`config.mk`:
```
export PLATFORM = sky130hd
export DESIGN_NAME = serial_subtractor
export DESIGN_NICKNAME = d
export VERILOG_FILES = /design/src/rtl/serial_sub_pkg.sv /design/src/rtl/full_subtractor.sv /design/src/rtl/serial_subtractor.sv
export SDC_FILE = /design/constraint.sdc
export NUM_CORES = 1
export LEC_CHECK = 0
export ABC_AREA = 1
export BUFFER_PORTS_ARGS = -buffer_cell sky130_fd_sc_hd__buf_2
export CAP_MARGIN = 5
export CORE_UTILIZATION = 39
export DETAILED_ROUTE_END_ITERATION = 6
export PLACE_DENSITY_LB_ADDON = 0.08
export SETUP_SLACK_MARGIN = 0.15
export SLEW_MARGIN = 30
export SYNTH_ARGS = -nofsm -noshare
export SYNTH_HDL_FRONTEND = slang
export SYNTH_HIERARCHICAL = 1
export SYNTH_SLANG_ARGS = --single-unit
```
`constraint.sdc`:
```
create_clock -name clk -period 1.45 [get_ports clk]
set_input_delay 0.145 -clock clk [delete_from_list [all_inputs] [get_ports clk]]
set_output_delay 0.145 -clock clk [all_outputs]
set_load 0.005 [all_outputs]
```
`src/rtl/serial_sub_pkg.sv`:
```
// Shared types and constants for the bit-serial subtractor.
package serial_sub_pkg;

  typedef enum logic [1:0] {
    IDLE = 2'd0,
    RUN  = 2'd1,
    DONE = 2'd2
  } state_e;

  localparam int unsigned DEFAULT_WIDTH = 8;

endpackage

```
`src/rtl/full_subtractor.sv`:
```
// One-bit full subtractor cell: d = x - y - bin, with borrow out.
module full_subtractor (
  input  logic x,
  input  logic y,
  input  logic bin,
  output logic d,
  output logic bout
);

  assign d    = x ^ y ^ bin;
  assign bout = (~x & y) | (~x & bin) | (y & bin);

endmodule

```
`src/rtl/serial_subtractor.sv`:
```
// Bit-serial subtractor, LSB first, one bit per clock.
// Optional signed-overflow flag enabled by defining SERIAL_SUB_OVF_EN.
module serial_subtractor
  import serial_sub_pkg::*;
#(
  parameter int unsigned WIDTH = DEFAULT_WIDTH
) (
  input  logic             clk,
  input  logic             rst,
  input  logic             start,
  input  logic [WIDTH-1:0] a,
  input  logic [WIDTH-1:0] b,
  output logic             busy,
  output logic             done,
  output logic [WIDTH-1:0] diff,
`ifdef SERIAL_SUB_OVF_EN
  output logic             ovf,
`endif
  output logic             borrow_out
);

  localparam int unsigned CntW = (WIDTH > 1) ? $clog2(WIDTH) : 1;
  localparam logic [CntW-1:0] LastCnt = CntW'(WIDTH - 1);

  state_e           state_q;
  logic [WIDTH-1:0] a_q, b_q, res_q;
  logic             br_q;
  logic [CntW-1:0]  cnt_q;
  logic             bit_d, bit_bout;
  logic [WIDTH-1:0] res_next;

`ifdef SERIAL_SUB_OVF_EN
  // Operand sign bits are shifted out of a_q/b_q, so keep a copy for the flag.
  logic a_msb_q, b_msb_q;
`endif

  full_subtractor u_cell (
    .x   (a_q[0]),
    .y   (b_q[0]),
    .bin (br_q),
    .d   (bit_d),
    .bout(bit_bout)
  );

  assign res_next = {bit_d, res_q[WIDTH-1:1]};

  always_ff @(posedge clk) begin
    if (rst) begin
      state_q    <= IDLE;
      a_q        <= '0;
      b_q        <= '0;
      res_q      <= '0;
      br_q       <= 1'b0;
      cnt_q      <= '0;
      busy       <= 1'b0;
      done       <= 1'b0;
      diff       <= '0;
      borrow_out <= 1'b0;
`ifdef SERIAL_SUB_OVF_EN
      a_msb_q    <= 1'b0;
      b_msb_q    <= 1'b0;
      ovf        <= 1'b0;
`endif
    end else begin
      unique case (state_q)
        IDLE, DONE: begin
          done <= 1'b0;
          if (start) begin
            state_q <= RUN;
            busy    <= 1'b1;
            a_q     <= a;
            b_q     <= b;
            res_q   <= '0;
            br_q    <= 1'b0;
            cnt_q   <= '0;
`ifdef SERIAL_SUB_OVF_EN
            a_msb_q <= a[WIDTH-1];
            b_msb_q <= b[WIDTH-1];
`endif
          end else begin
            state_q <= IDLE;
            busy    <= 1'b0;
          end
        end
        RUN: begin
          a_q   <= a_q >> 1;
          b_q   <= b_q >> 1;
          res_q <= res_next;
          br_q  <= bit_bout;
          cnt_q <= cnt_q + CntW'(1);
          if (cnt_q == LastCnt) begin
            state_q    <= DONE;
            busy       <= 1'b0;
            done       <= 1'b1;
            diff       <= res_next;
            borrow_out <= bit_bout;
`ifdef SERIAL_SUB_OVF_EN
            // bit_d is the result MSB on the final step.
            ovf        <= (a_msb_q != b_msb_q) && (bit_d != a_msb_q);
`endif
          end
        end
        default: begin
          state_q <= IDLE;
          busy    <= 1'b0;
          done    <= 1'b0;
        end
      endcase
    end
  end

endmodule

```
Yosys cells after proc, flatten, opt, wreduce, memory -nomap -nowiden
Cells that the tools add are included.
{"block": "totals", "register_bits": 41, "in_bits": 19, "out_inout_bits": 11, "elab_cells": 47}
{"block": "op_classes", "add_sub_neg": 1, "eq_ne": 5, "n_mux": 16, "n_bitwise": 9, "n_reduce_logical": 6}
{"operator": "$pmux W8 S2", "count": 3}
{"operator": "$mux W8", "count": 3}
{"operator": "$pmux W3 S2", "count": 1}
{"operator": "$mux W1", "count": 4}
{"operator": "$ne A2 B2 Y1 const B", "count": 2}
{"operator": "$pmux W1 S2", "count": 2}
{"operator": "$pmux W2 S2", "count": 1}
{"operator": "$reduce_and A2 Y1", "count": 2}
{"operator": "$reduce_or A2 Y1", "count": 2}
{"operator": "$add A3 B1 Y3 const B", "count": 1}
{"operator": "$and A1 B1 Y1", "count": 3}
{"operator": "$eq A3 B3 Y1 const B", "count": 1}
{"operator": "$mux W3", "count": 1}
{"operator": "$eq A2 B1 Y1 const B", "count": 1}
{"operator": "$eq A2 B2 Y1 const B", "count": 1}
{"operator": "$logic_not A2 Y1", "count": 1}
{"operator": "$mux W2", "count": 1}
{"operator": "$not A1 Y1", "count": 2}
{"operator": "$or A1 B1 Y1", "count": 2}
{"operator": "$reduce_bool A2 Y1", "count": 1}
{"operator": "$xor A1 B1 Y1", "count": 2}

Depth between registers and ports, before layout
Gate-level depths: netlist of the first run.
{"block": "depth", "word_depth": 5, "depth_mapped": 8, "depth_no_buf": 6}

Cells and area by module
Netlist of the first run, hierarchy kept.
{"module": "serial_subtractor", "instances": 1, "cells_each": 255, "area_each_um2": 1880.6, "seq_area_each_um2": 800.8}
{"module": "full_subtractor", "instances": 1, "cells_each": 3, "area_each_um2": 27.5, "seq_area_each_um2": 0.0}

Worst setup path after synthesis of the first run
OpenSTA, ideal clock, no wires.
{"block": "synth_timing", "path_kind": "register to register", "start": "register cnt_q[0]", "end": "register diff[4]", "setup_time_ns": 0.074, "arrival_time_ns": 1.060, "required_ns": 1.376, "setup_slack_ns": 0.316, "path_stages_with_launch": 7, "path_buffers": 1, "synth_period_minus_slack_ns": 1.134, "path_cell_list": "dfxtp_1 ha_1 ha_1 nand2_4 buf_6 nand3_1 o21ai_0"}
{"block": "synth_between", "elab_chain_len": 2}
{"element": "start: declaration", "line_no": "serial_subtractor.sv:28", "rtl": "logic [CntW-1:0] cnt_q;"}
{"element": "start signal: assignment", "line_no": "serial_subtractor.sv:90", "rtl": "cnt_q <= cnt_q + CntW'(1);"}
{"element": "$eq A3 B3 Y1", "line_no": "serial_subtractor.sv:91", "rtl": "if (cnt_q == LastCnt) begin"}
{"element": "$reduce_and A2 Y1 (no source line)"}
{"element": "end signal: assignment", "line_no": "serial_subtractor.sv:95", "rtl": "diff <= res_next;"}
{"element": "end: declaration", "line_no": "serial_subtractor.sv:15", "rtl": "output logic [WIDTH-1:0] diff,"}
No other way between the ends.
A chain may end at the register's enable or synchronous reset.

Final worst setup path of the first run
{"block": "layout_timing", "start": "register state_q[0]", "end": "register a_q[0]"}
{"block": "layout_between", "elab_chain_len": 4, "word_cells_on_any_way": 8, "cone_classes": "eq/ne: 3; mux: 1; reduce/logical: 4"}
{"element": "start: declaration", "line_no": "serial_subtractor.sv:25", "rtl": "state_e state_q;"}
{"element": "start signal: assignment", "line_no": "serial_subtractor.sv:49", "rtl": "state_q <= IDLE;"}
{"element": "start signal: assignment", "line_no": "serial_subtractor.sv:69", "rtl": "state_q <= RUN;"}
{"element": "start signal: assignment", "line_no": "serial_subtractor.sv:81", "rtl": "state_q <= IDLE;"}
{"element": "$eq A2 B2 Y1 or $logic_not A2 Y1 (tied branches)", "line_no": "serial_subtractor.sv:65", "rtl": "unique case (state_q)"}
{"element": "$reduce_or A2 Y1", "line_no": "serial_subtractor.sv:65"}
{"element": "$ne A2 B2 Y1 (no source line) or $reduce_bool A2 Y1 (tied branches)"}
{"element": "$reduce_and A2 Y1 (no source line)"}
{"element": "end signal: assignment", "line_no": "serial_subtractor.sv:86", "rtl": "a_q <= a_q >> 1;"}
{"element": "end: declaration", "line_no": "serial_subtractor.sv:26", "rtl": "logic [WIDTH-1:0] a_q, b_q, res_q;"}
Parallel ways exist; a longest one is shown, timed or not.

==> impl_metrics.env, run 1 <==
export IMPL_status="completed"
export IMPL_hold_buffers=0
export IMPL_dr_total_vias=1590
export IMPL_synthSimpleGateAreaFrac_pct=39.9
export IMPL_clkSlewWorstSetupHoldPaths_ns=0.08
export IMPL_synth_avg_cell_area_um2=7.40
export IMPL_drtPass1Iterations=4
export IMPL_ff2ff_path_depth=6
export IMPL_viasPerCell=4.42
export IMPL_finalSetupTns_ns=0
export IMPL_endpoint_kind="flop"
export IMPL_synth_area_um2=1910
export IMPL_min_period_over_period_pct=80.9
export IMPL_p_leak_nw=1.05
export IMPL_synth_nets=280
export IMPL_n_antenna_cell=0
export IMPL_fin_crit_ns=1.17
export IMPL_drive_above_1_share_pct=27.0
export IMPL_grt_max_degree=25
export IMPL_clkSinkCount=40
export IMPL_synthAdderAreaFrac_pct=2.36
export IMPL_wl_per_cell_um=11.1
export IMPL_cp_arrival_ns=1.36
export IMPL_drcViolationCount=0
export IMPL_ir_drop_mv=0.633
export IMPL_final_hold_viol_count=0
export IMPL_dpl_worst_slack_ns=0.0339
export IMPL_cts_root_buf="clkbuf_8"
export IMPL_final_util_pct=48.1
export IMPL_post_dp_hpwl_um=2570
export IMPL_sequential_cell_area_um2=802
export IMPL_area_delta_synth_final_pct=19.0
export IMPL_hold_start="a[7]"
export IMPL_cp_max_fo=12
export IMPL_cts_buffer_depth=2
export IMPL_nets=314
export IMPL_antenna_found_initial=0
export IMPL_setup_viol=0
export IMPL_core_um2=4720
export IMPL_synthXorXnorAreaFrac_pct=0
export IMPL_yosysWarnings=6
export IMPL_clock_latency_ns=0.29
export IMPL_grt_remaining_overflow=0
export IMPL_dieWidth_um=71.9
export IMPL_synthMuxAreaShare_pct=0
export IMPL_synth_compound_area_share_pct=5.77
export IMPL_rsz0062_at_grt="false"
export IMPL_rows=25
export IMPL_routed_wl_um=3990
export IMPL_slew_viol_final=0
export IMPL_cp_slowest_cell="dfxtp_2"
export IMPL_gp_congestion=0.706
export IMPL_fp_dieH_um=71.9
export IMPL_synth_cell_types=25
export IMPL_first_iter_violations=42
export IMPL_seq_area_frac_synth_pct=42.0
export IMPL_nFillCells=497
export IMPL_fmax_mhz=853
export IMPL_cts_tree="done"
export IMPL_whs_ns=0.111
export IMPL_worst_slack_ns=0.277
export IMPL_cp_required_ns=1.64
export IMPL_power_w=0.00235
export IMPL_finalClockSkew_ns=0.00873
export IMPL_grt_pass1_wl_um=6880
export IMPL_cp_common_cell="nor2_1"
export IMPL_port_buffers=29
export IMPL_startpoint_type="flop"
export IMPL_synth_top_family_by_area="simple AND/OR/NAND/NOR gates"
export IMPL_whs_path_depth=3
export IMPL_grt_usage_pct=17.2
export IMPL_synth_edf_count=0
export IMPL_async_flop_share_pct=0
export IMPL_ios=30
export IMPL_start_util_pct=40.4
export IMPL_ant_nets=0
export IMPL_ys_ff_latch=40
export IMPL_slowest_delay_ns=0.43
export IMPL_crit_type="flop to flop"
export IMPL_startpoint="state_q[0]"
export IMPL_multi_input_area_um2=941
export IMPL_die_area_um2=5180
export IMPL_r2r_start="state_q[0]"
export IMPL_synth_ff_type="dfxtp_1"
export IMPL_grt_pass1_vias=1514
export IMPL_hold_class="input pin to flop"
export IMPL_worst_pin_slew_ns=0.435
export IMPL_crit_chain="inv_4 -> nor2_8 -> buf_12 -> nor2_1 -> nor2_1 -> nor2_2"
export IMPL_syn_inst=258
export IMPL_maxSlewHeadroom_pct=70.9
export IMPL_cts_max_level=2
export IMPL_cts_buffers=5
export IMPL_p_per_area_nw_per_um2=1040
export IMPL_cap_violations=0
## synth_stat cells, types with 2 or more instances
cell type | count | share of area (%)
nor2_2 | 10 | 3.3
o21ai_0 | 2 | 0.52
buf_6 | 3 | 1.8
inv_4 | 2 | 0.66
buf_4 | 3 | 1.2
nand2_4 | 2 | 1.2
a21oi_1 | 4 | 1.0
nand3b_1 | 14 | 5.5
buf_2 | 4 | 1.0
nand2_1 | 51 | 10
o21ai_1 | 13 | 3.4
nand3_1 | 22 | 5.8
inv_1 | 22 | 4.3
dfxtp_1 | 40 | 42
clkbuf_1 | 3 | 0.59
nor2_1 | 43 | 8.5
ha_1 | 2 | 1.3
nand2_2 | 11 | 3.6
## per-layer routing
metal | global-route usage [%] | wire (um)
met1 | 21.3 | 2040
met3 | 3.33 | 125
met2 | 29.1 | 1790
met5 | 0 | 0
met4 | 7.84 | 32
## final timing paths
check,to,slack [ns]
worst min-delay path,a_q[7],0.11
worst max-delay path,a_q[0],0.28
worst min register to register,res_q[5],0.46
worst max register to register,a_q[0],0.28
## critical path: cells and delay by family, from the launching register on
kind                   cells  cell delay, ns
DFF                        1            0.43
and+or+nand+nor            4            0.41
buffers and inverters      2            0.22
## state kept, by name (all words and copies together), names as in the netlist
signal	flops
cnt_q	3
borrow_out	1
br_q	1
busy	1
res_q	7
state_q	2
done	1
diff	8
b_q	8
a_q	8
## final cells by class
class                           instances  area share (%)
Inverter                               25            4.35
Clock buffer                            6            3.64
Multi-Input combinational cell        179            41.4
Tap cell                               67            3.69
Clock inverter                          2           0.661
Sequential cell                        40            35.3
Timing Repair Buffer                   41            10.9
## cells in the final DEF (no fill, tap or decap)
cell / n
nor2_2: 11
o21a_1: 1
nor2_8: 1
ha_1: 1
buf_12: 1
dfxtp_2: 1
nand2_2: 11
dfxtp_1: 39
nand2_8: 2
nand3_1: 22
o21ai_1: 13
inv_1: 22
ha_4: 1
nand2_4: 1
nand2_1: 51
nand3b_1: 14
a21oi_1: 4
buf_4: 11
clkinv_1: 1
nor2_1: 42
a21boi_0: 1
o21ai_0: 2
fa_1: 1
clkbuf_8: 6
clkinvlp_4: 2
inv_4: 2
buf_2: 29
## report_power, final
| part | leakage, nW | switching [W] | internal, W | total (W) |
|---|---|---|---|---|
| Combinational | 0.682 | 0.000224 | 0.000166 | 0.000389 |
| Sequential | 0.327 | 0.0000339 | 0.00116 | 0.00119 |
| Clock | 0.0434 | 0.000390 | 0.000385 | 0.000775 |
| Total | 1.05 | 0.000647 | 0.00171 | 0.00235 |
## timing repair
action,4_1_cts,5_1_grt
endpoints found under the setup margin,21,9
buffers inserted,3,0
pin swaps,1,0
resized for setup,2,3
## through the flow
stage	area [um^2]	std cells
2_1_floorplan	1910	258
3_3_place_gp	2110	349
3_5_place_dp	2110	349
4_1_cts	2250	360
5_1_grt	2270	360
6_report	2270	360
## cells by family (layout without fill, tap and decap cells)
| group | Yosys count | count (layout) |
|---|---|---|
| DFF | 40 | 40 |
| and+or+nand+nor | 155 | 155 |
| AOI/OAI and AO/OA | 21 | 21 |
| adders and majority gates | 3 | 3 |
| buffers and inverters | 39 | 74 |
Note: power is estimated with default switching activity, not from simulation.
==> run 2: changes to the inputs <==
- clock period: 1.45 -> 1.2 ns (I/O delays scaled with it)
==> impl_metrics.env, run 2 (same netlist as run 1, synthesis figures left out) <==
export IMPL_cp_required_ns=1.40
export IMPL_ff2ff_path_depth=4
export IMPL_cts_buffers=5
export IMPL_rsz0062_at_grt="true"
export IMPL_cp_slowest_cell="fa_1"
export IMPL_placed_area_um2=2240
export IMPL_startpoint_type="flop"
export IMPL_worst_pin_slew_ns=0.178
export IMPL_layout_commonest_cell="nand2_1"
export IMPL_ios=30
export IMPL_hold_start="b[7]"
export IMPL_intPower_w=0.00231
export IMPL_gp_congestion=0.726
export IMPL_wl_per_cell_um=10.9
export IMPL_viasPerCell=4.51
export IMPL_core_um2=4720
export IMPL_setup_viol=0
export IMPL_drive_above_1_share_pct=38.0
export IMPL_start_util_pct=40.4
export IMPL_power_switching_w=0.000881
export IMPL_clkSinkCount=40
export IMPL_finalSetupTns_ns=0
export IMPL_cp_max_fo=2
export IMPL_fp_dieH_um=71.9
export IMPL_drtPass1Iterations=4
export IMPL_cts_max_level=2
export IMPL_clkSlewWorstSetupHoldPaths_ns=0.09
export IMPL_routed_wl_um=4070
export IMPL_p_sw_share_pct=27.6
export IMPL_crit_type="flop to flop"
export IMPL_cp_arrival_ns=1.35
export IMPL_hold_class="input pin to flop"
export IMPL_r2r_setup_slack_ns=0.05
export IMPL_final_cell_mix="nand2_1 (51), dfxtp_1 (34), buf_2 (29)"
export IMPL_sequential_cell_area_um2=813
export IMPL_nets=326
export IMPL_final_hold_viol_count=0
export IMPL_cap_violations=0
export IMPL_slew_viol_final=0
export IMPL_slowest_delay_ns=0.54
export IMPL_n_antenna_cell=0
export IMPL_maxSlewHeadroom_pct=88.2
export IMPL_dr_total_vias=1679
export IMPL_grt_pass1_vias=1636
export IMPL_crit_buf_inv=1
export IMPL_postLayoutCellArea_um2=2530
export IMPL_cts_root_buf="clkbuf_8"
export IMPL_ant_nets=0
export IMPL_antenna_found_initial=0
export IMPL_clock_power_share_pct=36.0
export IMPL_dieWidth_um=71.9
export IMPL_min_period_over_period_pct=96.1
export IMPL_grt_max_degree=25
export IMPL_area_delta_synth_final_pct=32.5
export IMPL_comb_power_share_pct=18.8
export IMPL_cts_tree="done"
export IMPL_grt_remaining_overflow=0
export IMPL_grt_pass1_wl_um=7210
export IMPL_finalClockSkew_ns=0.00760
export IMPL_p_per_area_nw_per_um2=1260
export IMPL_endpoint_kind="flop"
export IMPL_grt_usage_pct=17.7
export IMPL_startpoint="b_q[0]"
export IMPL_die_area_um2=5180
export IMPL_crit_chain="fa_1 -> inv_2 -> nor2_2 -> nor2_1"
export IMPL_ir_drop_mv=0.690
export IMPL_cp_top_family="adder cells"
export IMPL_p_leak_nw=1.15
export IMPL_whs_path_depth=3
export IMPL_cts_buffer_depth=2
export IMPL_first_iter_violations=112
export IMPL_status="completed"
export IMPL_final_util_pct=53.5
export IMPL_fin_crit_ns=1.15
export IMPL_worst_path_stages=4
export IMPL_port_buffers=29
export IMPL_multi_input_area_um2=1030
export IMPL_nFillCells=468
export IMPL_post_dp_hpwl_um=2750
export IMPL_drcViolationCount=0
export IMPL_fmax_mhz=867
export IMPL_r2r_start="b_q[0]"
export IMPL_rows=25
export IMPL_p_seq_share_pct=45.2
export IMPL_top_regs="a_q (8), b_q (8), diff (8)"
export IMPL_clock_latency_ns=0.29
[run 2: cell types whose count changed in the layout (fill, tap and decap cells not counted), sizes merged]
cell and delta:
bufinv +1, clkinvlp -1, inv +1, clkbuf -1, buf +12
[run 2: layer usage]
metal	share of wire (%)	GRT usage, %	routed length (um)
met1	49	23.0	2000
met2	47	29.1	1900
met3	3.5	4.58	143
met4	0.71	5.23	29
met5	0	0	0
[run 2: worst reg2reg max path, stage by stage (launching register included)]
cell	delay, ns
dfxtp_2	0.34
fa_1	0.54
inv_2	0.05
nor2_2	0.09
nor2_1	0.04
[run 2: metrics by stage]
step	hold WS (ns)	setup slack (ns)	cells	total power, W
6_report	0.0845	0.0464	372	0.00319
3_5_place_dp	0.379	0.0533	357	0.00198
3_3_place_gp	0.391	0.0455	357	0.00198
2_1_floorplan	0.182	0.115	258	0.00185
5_1_grt	0.0735	0.00190	372	0.00336
4_1_cts	0.0613	0.0570	368	0.00316
[run 2: layout make-up]
| class | instances | share of cell area, % |
|---|---|---|
| inverters | 25 | 4.11 |
| repair buffers | 53 | 15.1 |
| well taps | 67 | 3.32 |
| clock buffers | 5 | 2.72 |
| flip-flops and latches | 40 | 32.2 |
| clock inverters | 3 | 1.83 |
| multi-input cells | 179 | 40.7 |
[run 2: repair_timing]
action                                  in CTS  in global routing
endpoints found under the setup margin      37                 37
hold buffers                                 0                  0
buffers inserted                             3                  2
pin swaps                                    2                 10
cloned                                       0                  2
gates resized for setup                     10                 25
[run 2: power groups by stage]
stage | sequential [W] | combinational, W | clock [W]
global placement | 0.00148 | 0.000509 | 0
finish | 0.00144 | 0.000599 | 0.00115
detailed placement | 0.00147 | 0.000509 | 0
CTS | 0.00144 | 0.000541 | 0.00117
global route | 0.00145 | 0.000671 | 0.00124
floorplan | 0.00146 | 0.000390 | 0
[run 2: final timing paths]
check                   to
setup / recovery   diff[7]
hold / removal      b_q[7]
setup reg to reg   diff[7]
hold reg to reg   res_q[2]
==> run 3: changes to the inputs <==
==> constraint.sdc (replaced) <==
create_clock -name clk -period 1.2 [get_ports clk]
set_input_delay 0.24 -clock clk [delete_from_list [all_inputs] [get_ports clk]]
set_output_delay 0.24 -clock clk [all_outputs]
set_load 0.005 [all_outputs]
==> impl_metrics.env, run 3 (same netlist as run 1, synthesis figures left out) <==
export IMPL_clock_latency_ns=0.30
export IMPL_cts_buffers=5
export IMPL_first_iter_violations=77
export IMPL_nets=328
export IMPL_startpoint="state_q[0]"
export IMPL_startpoint_type="flop"
export IMPL_hold_buffers=0
export IMPL_cts_buffer_depth=2
export IMPL_comb_power_share_pct=20.7
export IMPL_cp_required_ns=1.40
export IMPL_setup_viol=0
export IMPL_grt_pass1_vias=1528
export IMPL_grt_pass1_wl_um=7000
export IMPL_fp_dieH_um=71.9
export IMPL_die_area_um2=5180
export IMPL_dr_total_vias=1650
export IMPL_grt_usage_pct=17.5
export IMPL_rsz0062_at_grt="true"
export IMPL_hold_start="a[7]"
export IMPL_rows=25
export IMPL_nFillCells=452
export IMPL_final_hold_viol_count=0
export IMPL_final_cell_mix="nand2_1 (48), dfxtp_1 (33), buf_2 (30)"
export IMPL_start_util_pct=40.4
export IMPL_cts_tree="done"
export IMPL_fin_crit_ns=1.14
export IMPL_r2r_start="state_q[0]"
export IMPL_wl_per_cell_um=11.8
export IMPL_clkSlewWorstSetupHoldPaths_ns=0.09
export IMPL_fmax_mhz=878
export IMPL_p_seq_share_pct=44.0
export IMPL_ir_drop_mv=0.773
export IMPL_multi_input_area_um2=1100
export IMPL_clkSinkCount=40
export IMPL_intPower_w=0.00235
export IMPL_ant_nets=0
export IMPL_core_um2=4720
export IMPL_cp_max_fo=7
export IMPL_drtPass1Iterations=4
export IMPL_antenna_found_initial=0
export IMPL_port_buffers=29
export IMPL_status="completed"
export IMPL_n_antenna_cell=0
export IMPL_cts_root_buf="clkbuf_8"
export IMPL_gp_congestion=0.749
export IMPL_drive_above_1_share_pct=40.4
export IMPL_cap_violations=0
export IMPL_p_leak_nw=1.18
export IMPL_hold_class="input pin to flop"
export IMPL_top_regs="a_q (8), b_q (8), diff (8)"
export IMPL_routed_wl_um=4400
export IMPL_cts_max_level=2
export IMPL_maxSlewHeadroom_pct=83.9
export IMPL_worst_pin_slew_ns=0.241
export IMPL_cp_arrival_ns=1.34
export IMPL_grt_remaining_overflow=0
export IMPL_finalClockSkew_ns=0.00794
export IMPL_endpoint_kind="flop"
export IMPL_area_delta_synth_final_pct=37.9
export IMPL_finalSetupTns_ns=0
export IMPL_drcViolationCount=0
export IMPL_p_per_area_nw_per_um2=1240
export IMPL_whs_ns=0.207
export IMPL_crit_type="flop to flop"
export IMPL_layout_commonest_cell="nand2_1"
export IMPL_power_switching_w=0.000927
export IMPL_min_period_over_period_pct=94.9
export IMPL_grt_max_degree=23
export IMPL_ios=30
export IMPL_sequential_cell_area_um2=815
export IMPL_p_sw_share_pct=28.3
export IMPL_dieWidth_um=71.9
export IMPL_viasPerCell=4.41
export IMPL_slew_viol_final=0
export IMPL_post_dp_hpwl_um=2750
export IMPL_clock_power_share_pct=35.3
run 3: cell types whose count changed in the layout (fill, tap and decap cells not counted), sizes merged:
cell | previous run | this run
clkinv | 1 | 3
inv | 25 | 24
nand2 | 65 | 66
buf | 53 | 54
clkinvlp | 1 | 0
run 3: layout make-up:
class | instances | area share (%)
Tap cell | 67 | 3.19
Multi-Input combinational cell | 180 | 41.9
Sequential cell | 40 | 31.0
Clock inverter | 3 | 1.81
Timing Repair Buffer | 54 | 15.7
Inverter | 25 | 3.85
Clock buffer | 5 | 2.62
run 3: worst paths after layout:
| kind | slack [ns] | depth (start not counted) | to |
|---|---|---|---|
| max | 0.06 | 7 | a_q[2] |
| min | 0.21 | 3 | a_q[7] |
| max reg2reg | 0.06 | 7 | a_q[2] |
| min reg2reg | 0.46 | 2 | res_q[2] |
run 3: what timing repair did:
item / CTS / global route
gates resized for setup: 7 / 42
buffers inserted: 3 / 3
endpoints found under the hold margin: 0 / 0
pin swaps: 4 / 16
setup endpoints to repair: 37 / 40
gates cloned: 0 / 3
run 3: worst max-delay path, cell delays in order, from the launching register on:
cell,delay [ns]
dfxtp_4,0.41
buf_12,0.11
nand2_8,0.07
nand2_8,0.12
buf_6,0.13
nand2_2,0.05
nor2_2,0.11
nor2_2,0.03
run 3: power by group through the flow:
| stage | clock, W | combinational [W] | sequential (W) |
|---|---|---|---|
| final | 0.00116 | 0.000679 | 0.00144 |
| after global routing | 0.00122 | 0.000748 | 0.00145 |
| after CTS | 0.00117 | 0.000555 | 0.00144 |
| after detailed placement | 0 | 0.000514 | 0.00147 |
| after global placement | 0 | 0.000512 | 0.00148 |
| after floorplan | 0 | 0.000390 | 0.00146 |
run 3: per-layer routing:
layer / part of all wire (%) / track usage, % / vias up
met5: 0 / 0 / -
met4: 1.0 / 5.88 / 0
met2: 45 / 28.3 / 26
met1: 51 / 23.2 / 723
met3: 2.9 / 4.17 / 5
li1: - / - / 896
run 3: through the flow:
step                cells  util (%)  total power (W)  setup WS (ns)  area (um^2)
global placement      357      47.5          0.00199         0.0545         2240
global route          374      55.7          0.00342        0.00859         2630
CTS                   368      51.4          0.00316         0.0655         2430
detailed placement    357      47.5          0.00199         0.0578         2240
floorplan             258         -          0.00185          0.115         1980
finish                374      55.7          0.00328         0.0612         2630
